$ cat config.mk
export PLATFORM = sky130hd
export DESIGN_NAME = regfile_scoreboard
export DESIGN_NICKNAME = d
export VERILOG_FILES = /design/src/rtl/regfile_scoreboard.sv
export SDC_FILE = /design/constraint.sdc
export NUM_CORES = 2
export LEC_CHECK = 0
export ABC_AREA = 0
export CAP_MARGIN = 5
export CORE_MARGIN = 2
export CORE_UTILIZATION = 56
export DETAILED_ROUTE_END_ITERATION = 10
export GPL_ROUTABILITY_DRIVEN = 0
export GPL_TIMING_DRIVEN = 0
export PLACE_DENSITY = 0.82
export SYNTH_ARGS = -nofsm -noshare
export SYNTH_HDL_FRONTEND = slang
export SYNTH_SLANG_ARGS = --single-unit
$ cat constraint.sdc
create_clock -name clk -period 35.7 [get_ports clk]
set_input_delay 5.355 -clock clk [delete_from_list [all_inputs] [get_ports clk]]
set_output_delay 5.355 -clock clk [all_outputs]
set_load 0.05 [all_outputs]
$ cat src/rtl/regfile_scoreboard.sv
// 32x32 register file with busy-bit scoreboard and combinational operand reads.
// Optional same-cycle write-back bypass: define REGFILE_WB_BYPASS_EN.
module regfile_scoreboard #(
    parameter int DATA_W = 32,
    parameter int ADDR_W = 5
) (
    input  logic                 clk,
    input  logic                 reset,
    input  logic [ADDR_W-1:0]    rs_addr,
    input  logic [ADDR_W-1:0]    rt_addr,
    output logic [DATA_W-1:0]    rs_data,
    output logic [DATA_W-1:0]    rt_data,
    input  logic                 iss_valid,
    input  logic [ADDR_W-1:0]    iss_dst,
    input  logic                 wb_valid,
    input  logic [ADDR_W-1:0]    wb_dst,
    input  logic [DATA_W-1:0]    wb_data,
    output logic                 stall,
    output logic [2**ADDR_W-1:0] busy_vec
);

    localparam int N = 2**ADDR_W;

    logic [DATA_W-1:0] r_regs [N];
    logic [N-1:0]      r_busy;

    logic w_rs_hit;
    logic w_rt_hit;
    logic w_rs_reiss;
    logic w_rt_reiss;
    logic w_rs_stall;
    logic w_rt_stall;

    always_ff @(posedge clk or posedge reset) begin
        if (reset) begin
            for (int i = 0; i < N; i++) begin
                r_regs[i] <= '0;
            end
            r_busy <= '0;
        end else begin
            if (wb_valid && (wb_dst != '0)) begin
                r_regs[wb_dst] <= wb_data;
            end
            // A new producer issued in the same cycle as a write-back keeps the bit set.
            for (int i = 1; i < N; i++) begin
                if (iss_valid && (iss_dst == ADDR_W'(i))) begin
                    r_busy[i] <= 1'b1;
                end else if (wb_valid && (wb_dst == ADDR_W'(i))) begin
                    r_busy[i] <= 1'b0;
                end
            end
        end
    end

`ifdef REGFILE_WB_BYPASS_EN
    assign w_rs_hit = wb_valid && (wb_dst == rs_addr) && (rs_addr != '0);
    assign w_rt_hit = wb_valid && (wb_dst == rt_addr) && (rt_addr != '0);
`else
    assign w_rs_hit = 1'b0;
    assign w_rt_hit = 1'b0;
`endif

    assign w_rs_reiss = iss_valid && (iss_dst == rs_addr);
    assign w_rt_reiss = iss_valid && (iss_dst == rt_addr);

    // A bypassed source only stalls if it is being re-issued this same cycle.
    assign w_rs_stall = (rs_addr != '0) && (w_rs_hit ? w_rs_reiss : r_busy[rs_addr]);
    assign w_rt_stall = (rt_addr != '0) && (w_rt_hit ? w_rt_reiss : r_busy[rt_addr]);

    assign stall    = w_rs_stall || w_rt_stall;
    assign busy_vec = r_busy;

    always_comb begin
        rs_data = r_regs[rs_addr];
        rt_data = r_regs[rt_addr];
        if (rs_addr == '0) begin
            rs_data = '0;
        end else if (w_rs_hit) begin
            rs_data = wb_data;
        end
        if (rt_addr == '0) begin
            rt_data = '0;
        end else if (w_rt_hit) begin
            rt_data = wb_data;
        end
    end

endmodule
Word-level counts from Yosys, hierarchy flattened
Index checks and enable logic that the tools add are counted.
{ "totals": {"ff_bits": 1055, "inputBits": 56, "output_inout_bits": 97, "elab_cells": 314} }
{ "op_classes": {"order_cmp": 6, "n_eq_ne": 62, "muxes": 77, "bitwise_logic": 3, "n_reduce_logical": 103} }
{ "op_table": {"columns": ["cell", "n"], "rows": [
  ["$bwmux 1024", 1],
  ["$bmux 32 s5", 2],
  ["$mux 32", 7],
  ["$demux 32 s5", 1],
  ["$eq 5x5->1 const B", 32],
  ["$eq 5x4->1 const B", 16],
  ["$logic_and 1x1->1", 66],
  ["$mux 1", 64],
  ["$reduce_bool 2->1", 31],
  ["$eq 5x3->1 const B", 8],
  ["$eq 5x2->1 const B", 4],
  ["$ge 6x6->1 const B", 3],
  ["$not 5->6", 3],
  ["$reduce_bool 5->1", 3],
  ["$lt 5x6->1 const B", 2],
  ["$bmux 1 s5", 2],
  ["$eq 5x1->1 const B", 2],
  ["$logic_not 5->1", 2],
  ["$lt 6x1->1 const B", 1],
  ["$logic_or 1x1->1", 1]
]} }

Depth between registers and ports, before layout
{ "logic_depth": {"depth_word": 6, "depth_mapped": 8, "depth_no_buf": 5} }

Worst setup path before layout
No wires, ideal clock.
{ "synth_timing": {"path_kind": "input to output", "startpoint": "in rs_addr[0]", "endpoint": "out stall", "arrival_time_ns": 7.446, "required_ns": 30.345, "path_slack_ns": 22.899, "cell_stages": 8, "path_buffers": 3, "path_cell_list": "buf_2 -> buf_4 -> buf_2 -> nand2_1 -> mux4_2 -> nor2_1 -> a211oi_1 -> o221ai_1"} }
{ "synth_via": {"elab_chain_len": 4, "word_cells_on_any_way": 5, "cone_classes": "2 x mux; 3 x reduce/logical"} }
{ "synth_rtl": {"columns": ["item", "line_no", "rtl"], "rows": [
  ["start, declared", "9", "input logic [ADDR_W-1:0] rs_addr,"],
  ["$bmux 1 s5", "67", "assign w_rs_stall = (rs_addr != '0) && (w_rs_hit ? w_rs_reiss : r_busy[rs_addr]);"],
  ["$mux 1 (not written as such)", "67", null],
  ["$logic_and 1x1->1 *", "67", null],
  ["$logic_or 1x1->1 *", "70", "assign stall = w_rs_stall || w_rt_stall;"],
  ["end, declared", "18", "output logic stall,"]
]} }
Every way passes the cells marked *; elsewhere a longest branch is shown, timed or not. The select of a mux whose other input is x is not followed.

Worst setup path after layout
{ "layout_timing": {"startpoint": "in rt_addr[3]", "endpoint": "out rt_data[10]"} }
{ "layout_via": {"elab_chain_len": 5, "word_cells_on_any_way": 6, "cone_classes": "4 x mux; 1 x bitwise; 1 x reduce/logical"} }
{ "layout_rtl": {"columns": ["item", "line_no", "rtl"], "rows": [
  ["start, declared", "10", "input logic [ADDR_W-1:0] rt_addr,"],
  ["$not 5->6 (not written as such)", "75", "rt_data = r_regs[rt_addr];"],
  ["$bmux 32 s5", "75", null],
  ["$mux 32 (not written as such) (2 in a row)", "75", null],
  ["$mux 32 *", "81", "if (rt_addr == '0) begin"],
  ["end, declared", "12", "output logic [DATA_W-1:0] rt_data,"]
]} }
Marks and branches as above.

==> results.rst <==
.. list-table::
   :header-rows: 1

   * - Metric
     - Value
   * - Outcome
     - finished, violations left
   * - Failing checks
     - max-capacitance violations, max-slew violations
   * - Via count of the first global-routing pass
     - 38600
   * - EDFF count, synth
     - 0
   * - Netlist cell types
     - 36
   * - Arrival time of the worst setup path
     - 9.90 ns
   * - Class of the most critical setup path
     - in2out
   * - Area of the die
     - 103000 µm²
   * - Element type at the critical path start
     - primary input
   * - Count of cells along the worst register-to-register path
     - 2
   * - Total via count after detailed routing
     - 38500
   * - I/O pin total
     - 153
   * - Layout cells sized above 1
     - 52.0%
   * - Path category of the worst min-delay check
     - reg2reg
   * - CTS tree
     - built
   * - Hold-critical path depth
     - 1
   * - Library cell with the largest summed area after synthesis
     - sky130_fd_sc_hd__dfrtp_1
   * - Area used by sequential logic in the layout
     - 26400 µm²
   * - CP Max Fanout
     - 10
   * - DRC viols
     - 0
   * - Required time worst endpoint
     - 30.34 ns
   * - Endpoint of the worst hold-timing path
     - r_regs[1016]
   * - Area of the multi-input gates
     - 27600 µm²
   * - Post-Synthesis Net Count
     - 3539
   * - Async set-or-reset flop fraction in the synthesized netlist
     - 100%
   * - Register-to-register path setup slack
     - 34.72 ns
   * - Achievable Freq
     - 0.0655 GHz
   * - Setup repair after global routing missed its margin
     - no
   * - Cells resized by post-CTS repair
     - 0
   * - Post-layout net count
     - 3804
   * - Time the final worst path needs with I/O delays and setup
     - 15.26 ns
   * - Fraction of the mapped netlist area in adder cells
     - 0%
   * - Wire length of the first global-routing pass
     - 276 mm
   * - Hold path start
     - r_regs[1016]
   * - Average detailed-routed wire length per instance
     - 38.0 µm
   * - Clock sink count
     - 1055
   * - Synthesized flop and latch total
     - 1055
   * - Floorplan die width
     - 320 µm
   * - Initial antenna violation count
     - 22
   * - Largest cells by area after synthesis
     - sky130_fd_sc_hd__dfrtp_1 47%, sky130_fd_sc_hd__mux4_2 25%, sky130_fd_sc_hd__mux2_2 21%, sky130_fd_sc_hd__clkbuf_1 1.5%, sky130_fd_sc_hd__buf_2 0.63%
   * - Main combinational cell family by area after synthesis
     - multiplexers
   * - HPWL after detailed placement
     - 139 mm
   * - Multiplexer fraction of the synthesized cell area
     - 46.4%
   * - Leading cell type in the layout, fill and taps excluded
     - sky130_fd_sc_hd__mux2_2
   * - Root Driver
     - sky130_fd_sc_hd__clkbuf_16
   * - H-tree lvl count
     - 3
   * - Start of the worst register-to-register path
     - busy_vec[27]
   * - Reported leakage power
     - 26.8 nW
   * - PortBufs
     - 142
   * - Crit Reg-Reg Endpoint
     - busy_vec[27]
   * - Initial Utilization
     - 56.7%
   * - Critical path endpoint category
     - output pin
   * - Worst slew pin tran
     - 1.50 ns
   * - Global route total overflow
     - 0
   * - TNS Setup
     - 0 ns
   * - Growth of design area from synthesis to finish
     - 12.5%
   * - Worst-Skew Late Latency
     - 0.68 ns
   * - Average size of a mapped cell
     - 16.1 µm²
   * - Commonest cells after routing, fill and taps aside
     - 1060 x sky130_fd_sc_hd__mux2_2, 1055 x sky130_fd_sc_hd__dfrtp_1, 621 x sky130_fd_sc_hd__mux4_2, 239 x sky130_fd_sc_hd__clkbuf_1, 142 x sky130_fd_sc_hd__clkdlybuf4s50_1
   * - Post-route antenna net violation count
     - 0
   * - Via-to-Cell Ratio
     - 7.49
   * - Power density relative to cell area
     - 59.3 nW/µm²
   * - Hold slack
     - 0.479 ns
   * - Synthesized netlist cell count
     - 3483
   * - Area inside the core boundary
     - 98700 µm²
   * - Synthesized-area fraction occupied by and/or/nand/nor cells
     - 1.16%
   * - Total iterations of the first detailed-routing run
     - 10
   * - Worst IR drop on VDD
     - 0.0000390 V
   * - Period utilization
     - 42.7%
   * - Most used DFF post-synth
     - sky130_fd_sc_hd__dfrtp_1
   * - Syn Std Cell Area
     - 56000 µm²
   * - Buffer depth of the longest clock path
     - 3
   * - Die extent in y
     - 320 µm
   * - Initial DRC count
     - 6079
   * - Setup skew after layout
     - 0 ns
   * - Filler Cells Inserted
     - 6820
   * - Setup repair bufs after CTS
     - 0
   * - Count of warnings emitted by yosys
     - 1
   * - All-Layer GR Usage
     - 38.3%
   * - Setup violation total in the final timing report
     - 0
   * - Count of hold-fix buffers inserted at cts
     - 0
   * - Final wirelength
     - 195 mm
   * - Post-synthesis sequential area ratio
     - 47.1%
   * - Hold Fails Final Rpt
     - 0
   * - Clk slew on worst S/H paths
     - 0.05 ns
   * - Floorplan row count
     - 115
   * - Maximum number of pins on one net before global-route repair
     - 129
   * - Max-cap violation count
     - 1
   * - Share of the synthesized area in compound gates (AO/OA/AOI/OAI)
     - 1.64%
   * - Final Max Slew Viols
     - 10
   * - Area share of xor/xnor cells in the synthesized design
     - 0%
   * - Clock buffer count from CTS
     - 107
   * - Slew margin rel.
     - -0.279%
   * - Post-synth top area share
     - 47.1%
## report_power, final
part | total, mW | switching (mW) | internal (mW) | leakage, nW
clock network | 1.17 | 0.496 | 0.671 | 1.79
logic | 0.954 | 0.457 | 0.497 | 11.5
registers | 1.61 | 0.189 | 1.42 | 13.5
total | 3.74 | 1.14 | 2.59 | 26.8
## worst max path at each step
stage	end	slack (ns)	cells after the start	start
finish	rt_data[10]	20.44	7	rt_addr[3]
global route	rt_data[23]	20.62	7	rt_addr[3]
CTS	rt_data[10]	20.92	7	rt_addr[3]
detailed placement	rt_data[10]	20.93	7	rt_addr[3]
global placement	r_regs[453]	-11.20	2	reset
floorplan	busy_vec[10]	0.65	1	reset
## routing by layer
metal | track usage (%) | routed length (µm)
met5 | 0.0473 | 169
met2 | 53.5 | 82800
met4 | 22.2 | 13800
met3 | 19.0 | 31600
met1 | 48.3 | 66800
## synthesized netlist by cell type (7+ instances only)
cell / instances
sky130_fd_sc_hd__a21oi_1: 35
sky130_fd_sc_hd__a22o_1: 11
sky130_fd_sc_hd__a22oi_1: 30
sky130_fd_sc_hd__buf_1: 62
sky130_fd_sc_hd__buf_2: 71
sky130_fd_sc_hd__buf_4: 28
sky130_fd_sc_hd__buf_6: 24
sky130_fd_sc_hd__clkbuf_1: 219
sky130_fd_sc_hd__dfrtp_1: 1055
sky130_fd_sc_hd__inv_1: 38
sky130_fd_sc_hd__mux2_2: 1060
sky130_fd_sc_hd__mux2i_1: 7
sky130_fd_sc_hd__mux4_2: 621
sky130_fd_sc_hd__nand2_1: 59
sky130_fd_sc_hd__nand2b_1: 10
sky130_fd_sc_hd__nor2_1: 49
sky130_fd_sc_hd__o21ai_0: 27
sky130_fd_sc_hd__o21ai_1: 32
## cell families after synthesis
| family | count (synthesis) |
|---|---|
| multiplexers | 1688 |
| flip-flops | 1055 |
| buffers and inverters | 442 |
| AO/OA/AOI/OAI | 150 |
| AND/OR/NAND/NOR | 147 |
| other | 1 |
## per-stage QoR
stage / cells / power [mW] / area, µm² / util [%] / worst slack [ns]
6_report: 5137 / 3.74 / 63000 / 63.8 / 20.44
5_1_grt: 5122 / 3.82 / 62900 / 63.8 / 20.62
4_1_cts: 5119 / 3.68 / 62900 / 63.7 / 20.92
3_5_place_dp: 4923 / 2.53 / 59300 / 60.1 / 20.93
3_3_place_gp: 4912 / 2.49 / 59000 / 59.8 / -11.20
2_1_floorplan: 3483 / 2.23 / 56000 / - / 0.650
## cell type report
class,count,area share [%]
antenna,15,0.0596
buffer,404,3.01
clock buffer,152,4.96
clock inverter,44,0.727
inverter,38,0.238
multi-input combinational,1986,43.8
sequential,1055,41.9
tap,1287,2.56
timing repair buffer,156,2.75
## registers in the layout, indices dropped and copies added, names as in the netlist
register,cells
r_regs,1024
busy_vec,31
## critical path, stage by stage
cell	delay (ns)
sky130_fd_sc_hd__clkbuf_1	0.49
sky130_fd_sc_hd__clkbuf_1	1.05
sky130_fd_sc_hd__clkbuf_1	1.04
sky130_fd_sc_hd__mux4_2	0.54
sky130_fd_sc_hd__nand2_1	0.07
sky130_fd_sc_hd__o21ai_1	0.40
sky130_fd_sc_hd__clkdlybuf4s50_1	0.93
(Power assumes the default switching activity.)
